==> config.mk <==
export PLATFORM = sky130hd
export DESIGN_NAME = axist_pat_chkr
export DESIGN_NICKNAME = d
export VERILOG_FILES = /design/src/rtl/axist_pat_chkr.sv
export SDC_FILE = /design/constraint.sdc
export NUM_CORES = 1
export LEC_CHECK = 0
export CAP_MARGIN = 20
export CORE_MARGIN = 3
export CORE_UTILIZATION = 30
export CTS_CLUSTER_SIZE = 8
export DETAILED_ROUTE_END_ITERATION = 7
export SLEW_MARGIN = 10
export SYNTH_ARGS = -nofsm -noshare
export SYNTH_HDL_FRONTEND = slang
export SYNTH_SLANG_ARGS = --single-unit
==> constraint.sdc <==
create_clock -name wr_clk -period 10.9 [get_ports wr_clk]
set_clock_uncertainty 0.05 [all_clocks]
set_input_delay 3.27 -clock wr_clk [delete_from_list [all_inputs] [get_ports wr_clk]]
set_output_delay 3.27 -clock wr_clk [all_outputs]
set_load 0.02 [all_outputs]
==> src/rtl/axist_pat_chkr.sv <==
// AXI-Stream receive pattern checker: compares each accepted beat against a locally
// generated incrementing / alternating / LFSR / walking-one word and reports the result.
module axist_pat_chkr #(
    parameter int DWIDTH = 256,
    parameter int ERR_W  = 16
) (
    input  logic              wr_clk,
    input  logic              rst_n,
    input  logic              chkr_en,
    input  logic [1:0]        patgen_sel,
    input  logic [8:0]        patgen_cnt,
    input  logic              cntuspatt_en,
    input  logic              axist_tvalid,
    input  logic [DWIDTH-1:0] axist_tdata,
    output logic              axist_tready,
    output logic [1:0]        chkr_pass,
    output logic [ERR_W-1:0]  err_cnt,
    output logic [8:0]        first_err_beat,
    output logic [8:0]        beat_cnt,
    output logic              chkr_busy,
    output logic [1:0]        fsm_state
);

    localparam int          LANES     = DWIDTH / 32;
    localparam int          WPW       = (DWIDTH > 1) ? $clog2(DWIDTH) : 1;
    localparam logic [31:0] LFSR_POLY = 32'h8020_0003;
    localparam logic [31:0] LFSR_SEED = 32'hFFFF_FFFF;

    typedef enum logic [1:0] {
        IDLE  = 2'd0,
        ARM   = 2'd1,
        CHECK = 2'd2,
        DONE  = 2'd3
    } state_t;

    // Handshake: a beat transfers on a rising wr_clk edge where axist_tvalid and
    // axist_tready are both 1; tready is registered and is 1 only while in CHECK.

    state_t           state;
    logic             en_q;
    logic [1:0]       sel_q;
    logic [8:0]       cnt_q;
    logic             cont_q;
    logic [31:0]      inc_base;
    logic             alt_odd;
    logic [31:0]      lfsr_q;
    logic [WPW-1:0]   walk_pos;

    logic [DWIDTH-1:0] exp_word;
    logic [31:0]       lane_lfsr;
    logic [31:0]       lfsr_next;
    logic              accept;
    logic              mismatch;
    logic [ERR_W-1:0]  err_nxt;
    logic [8:0]        beat_nxt;

    // Right-shifting Galois step: feedback from bit 0 XORs the tap mask.
    function automatic logic [31:0] lfsr_step(input logic [31:0] s);
        return s[0] ? ((s >> 1) ^ LFSR_POLY) : (s >> 1);
    endfunction

    always_comb begin
        exp_word  = '0;
        lane_lfsr = lfsr_q;
        for (int i = 0; i < LANES; i++) begin
            case (sel_q)
                2'b00:   exp_word[32*i +: 32] = inc_base + 32'(i);
                2'b01:   exp_word[32*i +: 32] = alt_odd ? 32'h5555_5555 : 32'hAAAA_AAAA;
                2'b10:   exp_word[32*i +: 32] = lane_lfsr;
                default: ;
            endcase
            lane_lfsr = lfsr_step(lane_lfsr);
        end
        lfsr_next = lane_lfsr;
        if (sel_q == 2'b11) exp_word[walk_pos] = 1'b1;
    end

    assign accept   = axist_tvalid & axist_tready;
    assign mismatch = accept && (axist_tdata != exp_word);
    assign beat_nxt = beat_cnt + 9'd1;
    assign err_nxt  = (mismatch && (err_cnt != '1)) ? err_cnt + ERR_W'(1) : err_cnt;
    assign fsm_state = state;

    always_ff @(posedge wr_clk or negedge rst_n) begin
        if (!rst_n) begin
            state          <= IDLE;
            en_q           <= 1'b0;
            sel_q          <= 2'b00;
            cnt_q          <= 9'd0;
            cont_q         <= 1'b0;
            inc_base       <= 32'd0;
            alt_odd        <= 1'b0;
            lfsr_q         <= LFSR_SEED;
            walk_pos       <= '0;
            axist_tready   <= 1'b0;
            chkr_pass      <= 2'b00;
            err_cnt        <= '0;
            first_err_beat <= 9'd0;
            beat_cnt       <= 9'd0;
            chkr_busy      <= 1'b0;
        end else begin
            en_q <= chkr_en;
            if (accept) begin
                err_cnt  <= err_nxt;
                // err_cnt saturates and never returns to zero, so zero means no prior error
                if (mismatch && (err_cnt == '0)) first_err_beat <= beat_cnt;
                beat_cnt <= beat_nxt;
                inc_base <= inc_base + 32'(LANES);
                alt_odd  <= ~alt_odd;
                lfsr_q   <= lfsr_next;
                walk_pos <= (walk_pos == WPW'(DWIDTH - 1)) ? '0 : walk_pos + WPW'(1);
            end
            case (state)
                IDLE: begin
                    if (chkr_en && !en_q) begin
                        state     <= ARM;
                        chkr_busy <= 1'b1;
                    end
                end
                ARM: begin
                    sel_q          <= patgen_sel;
                    cnt_q          <= patgen_cnt;
                    cont_q         <= cntuspatt_en;
                    err_cnt        <= '0;
                    beat_cnt       <= 9'd0;
                    first_err_beat <= 9'd0;
                    inc_base       <= 32'd0;
                    alt_odd        <= 1'b0;
                    lfsr_q         <= LFSR_SEED;
                    walk_pos       <= '0;
                    if (!chkr_en) begin
                        state     <= IDLE;
                        chkr_busy <= 1'b0;
                    end else if (!cntuspatt_en && (patgen_cnt == 9'd0)) begin
                        state     <= DONE;
                        chkr_busy <= 1'b0;
                        chkr_pass <= 2'b11;
                    end else begin
                        state        <= CHECK;
                        axist_tready <= 1'b1;
                    end
                end
                CHECK: begin
                    if (!chkr_en) begin
                        axist_tready <= 1'b0;
                        chkr_busy    <= 1'b0;
                        // continuous runs end by dropping enable, so they still report
                        if (cont_q) begin
                            state     <= DONE;
                            chkr_pass <= {1'b1, err_nxt == '0};
                        end else begin
                            state <= IDLE;
                        end
                    end else if (!cont_q && accept && (beat_nxt == cnt_q)) begin
                        state        <= DONE;
                        axist_tready <= 1'b0;
                        chkr_busy    <= 1'b0;
                        chkr_pass    <= {1'b1, err_nxt == '0};
                    end
                end
                DONE: begin
                    if (!chkr_en) begin
                        state     <= IDLE;
                        chkr_pass <= 2'b00;
                    end
                end
                default: state <= IDLE;
            endcase
        end
    end

endmodule

After elaboration in Yosys (flattened, before gate mapping)
Cells that the tools add are included.

storage, ports and cells
  output and inout bits = 40
  input bits = 272
  register bits = 126
  logic and storage cells = 143

cells by class
  mux-type cells = 60
  order comparisons = 2
  $add $sub $neg = 11
  bitwise operators = 11
  reduce and logical (&&, ||, !) cells = 26
  eq/ne operators = 18

operators with widths
  operator                                                     number
  one-hot mux 32 bit (3 select lines)                          8
  2-to-1 mux 32 bit                                            13
  2-to-1 mux 256 bit                                           1
  != test 256 bit                                              1
  bitwise OR 256 bit                                           1
  adder 32 x 3 -> 32 bit (second input constant)               4
  adder 32 x 2 -> 32 bit (second input constant)               2
  2-to-1 mux 16 bit                                            3
  2-to-1 mux 9 bit                                             5
  adder 32 x 1 -> 32 bit (second input constant)               1
  adder 32 x 4 -> 32 bit (second input constant)               1
  logical NOT 16 bit                                           2
  inverter 3 -> 4 bit                                          8
  2-to-1 mux 8 bit                                             3
  2-to-1 mux 2 bit                                             11
  adder 16 x 1 -> 16 bit (second input constant)               1
  != test 16 bit (second input constant)                       1
  2-to-1 mux 1 bit                                             11
  != test 2 bit (second input constant)                        5
  adder 9 x 1 -> 9 bit (second input constant)                 1
  equality test 9 bit                                          1
  logical NOT 9 bit                                            1
  less-than comparator 8 x 9 -> 1 bit (second input constant)  1
  != test 3 bit (second input constant)                        3
  21 further kinds                                             39

Longest topological paths before layout
  depth after elaboration = 25
  depth in mapped cells = 21
  depth with buffers taken out = 15

Worst setup path before layout
Ideal clock, no wire load.

  path type = input to register
  from = input axist_tdata[255]
  to = register chkr_pass[0]
  stages = 14
  path slack = 4.943 ns
  arrival time = 5.815 ns
  setup time = 0.092 ns
  path buffers = 1
  required time = 10.758 ns
  path through = inv_1 -> a21o_1 -> a32o_1 -> and3b_1 -> nand4_1 -> or4_1 -> nor4_1 -> nand4_1 -> nor4_2 -> buf_4 -> nor2_1 -> mux2i_1 -> a2111o_1 -> o31ai_2

between the ends
  longest elaborated chain between the ends = 8
  elaborated cells on any way between the ends = 9
  those cells by class = 1 x eq/ne; 5 x mux; 3 x reduce/logical

RTL lines
  what                                        line      RTL
  start, declared                             14        input logic [DWIDTH-1:0] axist_tdata,
  != test 256 bit *                           79        assign mismatch = accept && (axist_tdata != exp_word);
  logical AND 1 bit *                         79
  logical AND 1 bit *                         81        assign err_nxt = (mismatch && (err_cnt != '1)) ? err_cnt + ERR_W'(1) : err_cnt;
  2-to-1 mux 16 bit *                         81
  logical NOT 16 bit *                        150, 158
  2-to-1 mux 2 bit, on equally long branches  148, 154
  2-to-1 mux 2 bit *                          144       if (!chkr_en) begin
  one-hot mux 2 bit (3 select lines) *        113       case (state)
  end signal, assigned                        150       chkr_pass <= {1'b1, err_nxt == '0};
  end signal, assigned                        158       chkr_pass <= {1'b1, err_nxt == '0};
  end, declared                               16        output logic [1:0] chkr_pass,

Every way passes the cells marked *; elsewhere a longest branch is shown, timed or not. The select of a mux whose other input is x is not followed.
A chain may end at the register's enable or synchronous reset.

Worst setup path in the final report
  from = input axist_tdata[244]
  to = register chkr_pass[0]

The elaborated chain is that of the path after synthesis.

==> reports/metrics.yaml <==
outcome:
  status: "finished, final reports clean"
setup_path:
  endpoint_kind: "register"
  cp_cell_sequence: "clkdlybuf4s50_1 -> xor2_1 -> o211ai_1 -> o21ai_1 -> a31oi_1 -> a2111oi_0 -> nand4_1 -> nor3_1 -> nand4_1 -> nor4_2 -> buf_4 -> nor2_1 -> mux2i_1 -> a2111o_1 -> o31ai_2"
  worstPathMaxFanout: 16
  worstSetupPathType: "primary input to register"
  crit_start: "axist_tdata[244]"
  worst_ep_required_time_ns: 11.18
  crit_top_cell: "nand4_1"
  crit_path_max_incr_delay_ns: 0.90
  cp-start-kind: "primary input"
  crit_arrival_ns: 8.33
  r2r_start: "sel_q[1]"
  cp_slowest_cell: "nor4_2"
global_routing:
  grt_max_degree: 88
  antenna_found_initial: 3
  grt_use_total_pct: 41.4
  grt_pass1_vias: 20800
  grt-ovfl-total: 0
  grt_pass1_wl_mm: 171
synth:
  synthArstFlopShare_pct: 100
  synth.area.top_cells: "dfrtp_1 (14%), xor2_1 (7.8%), a21oi_1 (7.3%), xnor2_1 (7.1%), dfstp_2 (5.0%)"
  synthCells: 2266
  synth_warnings: 0
  synth_top_area_share_pct: 13.6
  netlist_area_um2: 16800
  synth_edf_count: 0
  ys_seq_area_share_pct: 18.6
  syn_nets: 2551
  ys_seq_elements: 123
  synth.distinct_cells: 100
  yosysTopAreaCell: "dfrtp_1"
  ys.flop_type: "dfrtp_1"
  syn_avg_cell_area_um2: 7.40
final_layout:
  area_growth_syn_to_layout_pct: 26.4
  nets: 2777
  final_cell_area_um2: 21200
  final_common_cell: "clkdlybuf4s50_1"
  layout-drive-gt1-share_pct: 8.54
  final_core_util_pct: 38.4
  final_cell_mix: "clkdlybuf4s50_1 (310), a21oi_1 (244), nand2_1 (200), nor2_1 (196), xor2_1 (149)"
sta:
  drv_slew: 0
  rsz0062_at_grt: "false"
  max_freq_ghz: 0.124
  finalCriticalPeriod_ns: 8.05
  worst_slew_pin_slew_ns: 1.22
  relSlewSlack_pct: 18.5
  timing_hold_violations_final: 0
  finalCritPeriodShare_pct: 73.9
  setup_violations: 0
  fin_setup_tns_ns: 0
place:
  gp_congestion: 1.10
  placed_cell_area_um2: 20600
  dpl.hpwl_mm: 99.9
  portBuffers: 311
clock_network:
  clk-insertion-delay-late_ns: 0.43
  cts_sinks: 123
  cts_tree: "yes"
  cts_max_level: 4
  clkTransAtPathRegs_ns: 0.05
  postCtsSetupRepairBufs: 0
  numCtsBuffers: 17
  postCtsResizedCells: 0
  hold_buffers: 0
  clockBufferDepth: 2
  cts-root-buf: "clkbuf_16"
pwr:
  p_total_mw: 7.26
  ir_drop_mv: 0.217
  p_leak_nw: 7.68
  p_per_area_nw_per_um2: 343
route:
  drtIter0Drc: 3483
  ant_nets: 0
  wirelength_mm: 127
  drc: 0
  routed_via_density: 6.61
  vias: 21500
  routedWlPerCell_um: 39.2
  first_pass_iters: 6
run:
  maxCapViolCount: 0
floorplan:
  num_rows: 86
  die_x_um: 242
  initial_core_util_pct: 30.4
  core_area_um2: 55200
  io_pins: 312
  die_h_um: 242
  die-area_um2: 58800
hold_path:
  hp-start: "chkr_busy"
  hp-class: "register to register"
==> cells in the mapped netlist (15+ instances only) <==
cell type,number
a211o_1,26
a211oi_1,32
a21oi_1,244
a221oi_1,26
a31oi_1,37
and3_1,28
buf_2,69
buf_4,18
clkbuf_1,60
dfrtp_1,91
dfstp_2,32
inv_1,25
mux2i_1,27
nand2_1,201
nand2b_1,46
nand3_1,76
nand3b_1,25
nand4_1,72
nand4b_1,25
nor2_1,196
nor3_1,63
nor4_1,36
nor4b_1,18
o211ai_1,27
o21ai_0,97
o21ai_1,19
or3_1,18
or4_1,15
xnor2_1,135
xor2_1,149
==> where the power goes <==
group	switching, mW	internal (mW)	leakage (nW)
Sequential	0.315	0.615	1.55
Combinational	4.08	1.69	5.85
Clock	0.210	0.360	0.285
==> flip-flops by register name, indices dropped and copies added, names as in the netlist <==
register,count
fsm_state,2
alt_odd,1
axist_tready,1
walk_pos,8
inc_base,29
chkr_pass,2
sel_q,2
en_q,1
lfsr_q,32
cont_q,1
first_err_beat,9
chkr_busy,1
cnt_q,9
beat_cnt,9
err_cnt,16
==> kinds of logic (layout without fill, tap and decap cells) <==
| group | count (synthesis) | count (layout) | synth area share [%] |
|---|---|---|---|
| other | 0 | 1 | 0 |
| AOI/OAI and AO/OA | 654 | 654 | 24.9 |
| xor gates and xnor gates | 294 | 294 | 16.0 |
| DFF | 123 | 123 | 18.6 |
| muxes | 41 | 41 | 2.70 |
| adders and majority gates | 13 | 13 | 0.970 |
| buffers and inverters | 202 | 441 | 6.07 |
| and+or+nand+nor | 939 | 939 | 30.8 |
==> per-layer routing <==
metal	vias to the layer above	routed length [um]	GRT usage [%]
li1	8853	-	-
met4	2	11700	31.0
met2	1789	51900	59.9
met3	441	15200	11.7
met5	-	18	0
met1	10400	48700	52.2
==> critical path: cells and delay by family <==
family / cells / cell delay, ns
AO/OA/AOI/OAI: 6 / 1.27
XOR/XNOR: 1 / 0.19
buffers and inverters: 2 / 1.03
multiplexers: 1 / 0.18
AND/OR/NAND/NOR: 5 / 2.38
==> final cells by class <==
class                   count  area [um2]
clock buffers              26         499
fillers                  5811       34000
clock inverters             6        86.3
diodes                      1        2.50
inverters                  27         101
well taps                 748         936
repair buffers            382        3670
flip-flops and latches    123        3130
multi-input cells        1941       12800
==> stage by stage <==
| step | instances | setup slack, ns | hold slack, ns |
|---|---|---|---|
| floorplan | 2266 | 4.94 | 0.431 |
| global placement | 3218 | 2.62 | 0.430 |
| detailed placement | 3220 | 2.66 | 0.428 |
| CTS | 3252 | 3.09 | 0.454 |
| global route | 3253 | 2.88 | 0.481 |
| finish | 3254 | 2.85 | 0.450 |
==> worst paths after layout <==
kind	cells past startpoint	end	slack, ns
min in group asynchronous	1	inc_base[6]	2.80
worst max register to register	16	chkr_pass[0]	3.41
worst min-delay path	2	chkr_busy	0.45
worst min register to register	2	chkr_busy	0.45
max in group asynchronous	3	lfsr_q[28]	6.86
worst max-delay path	15	chkr_pass[0]	2.85
Power figures use the tool's default switching activity.
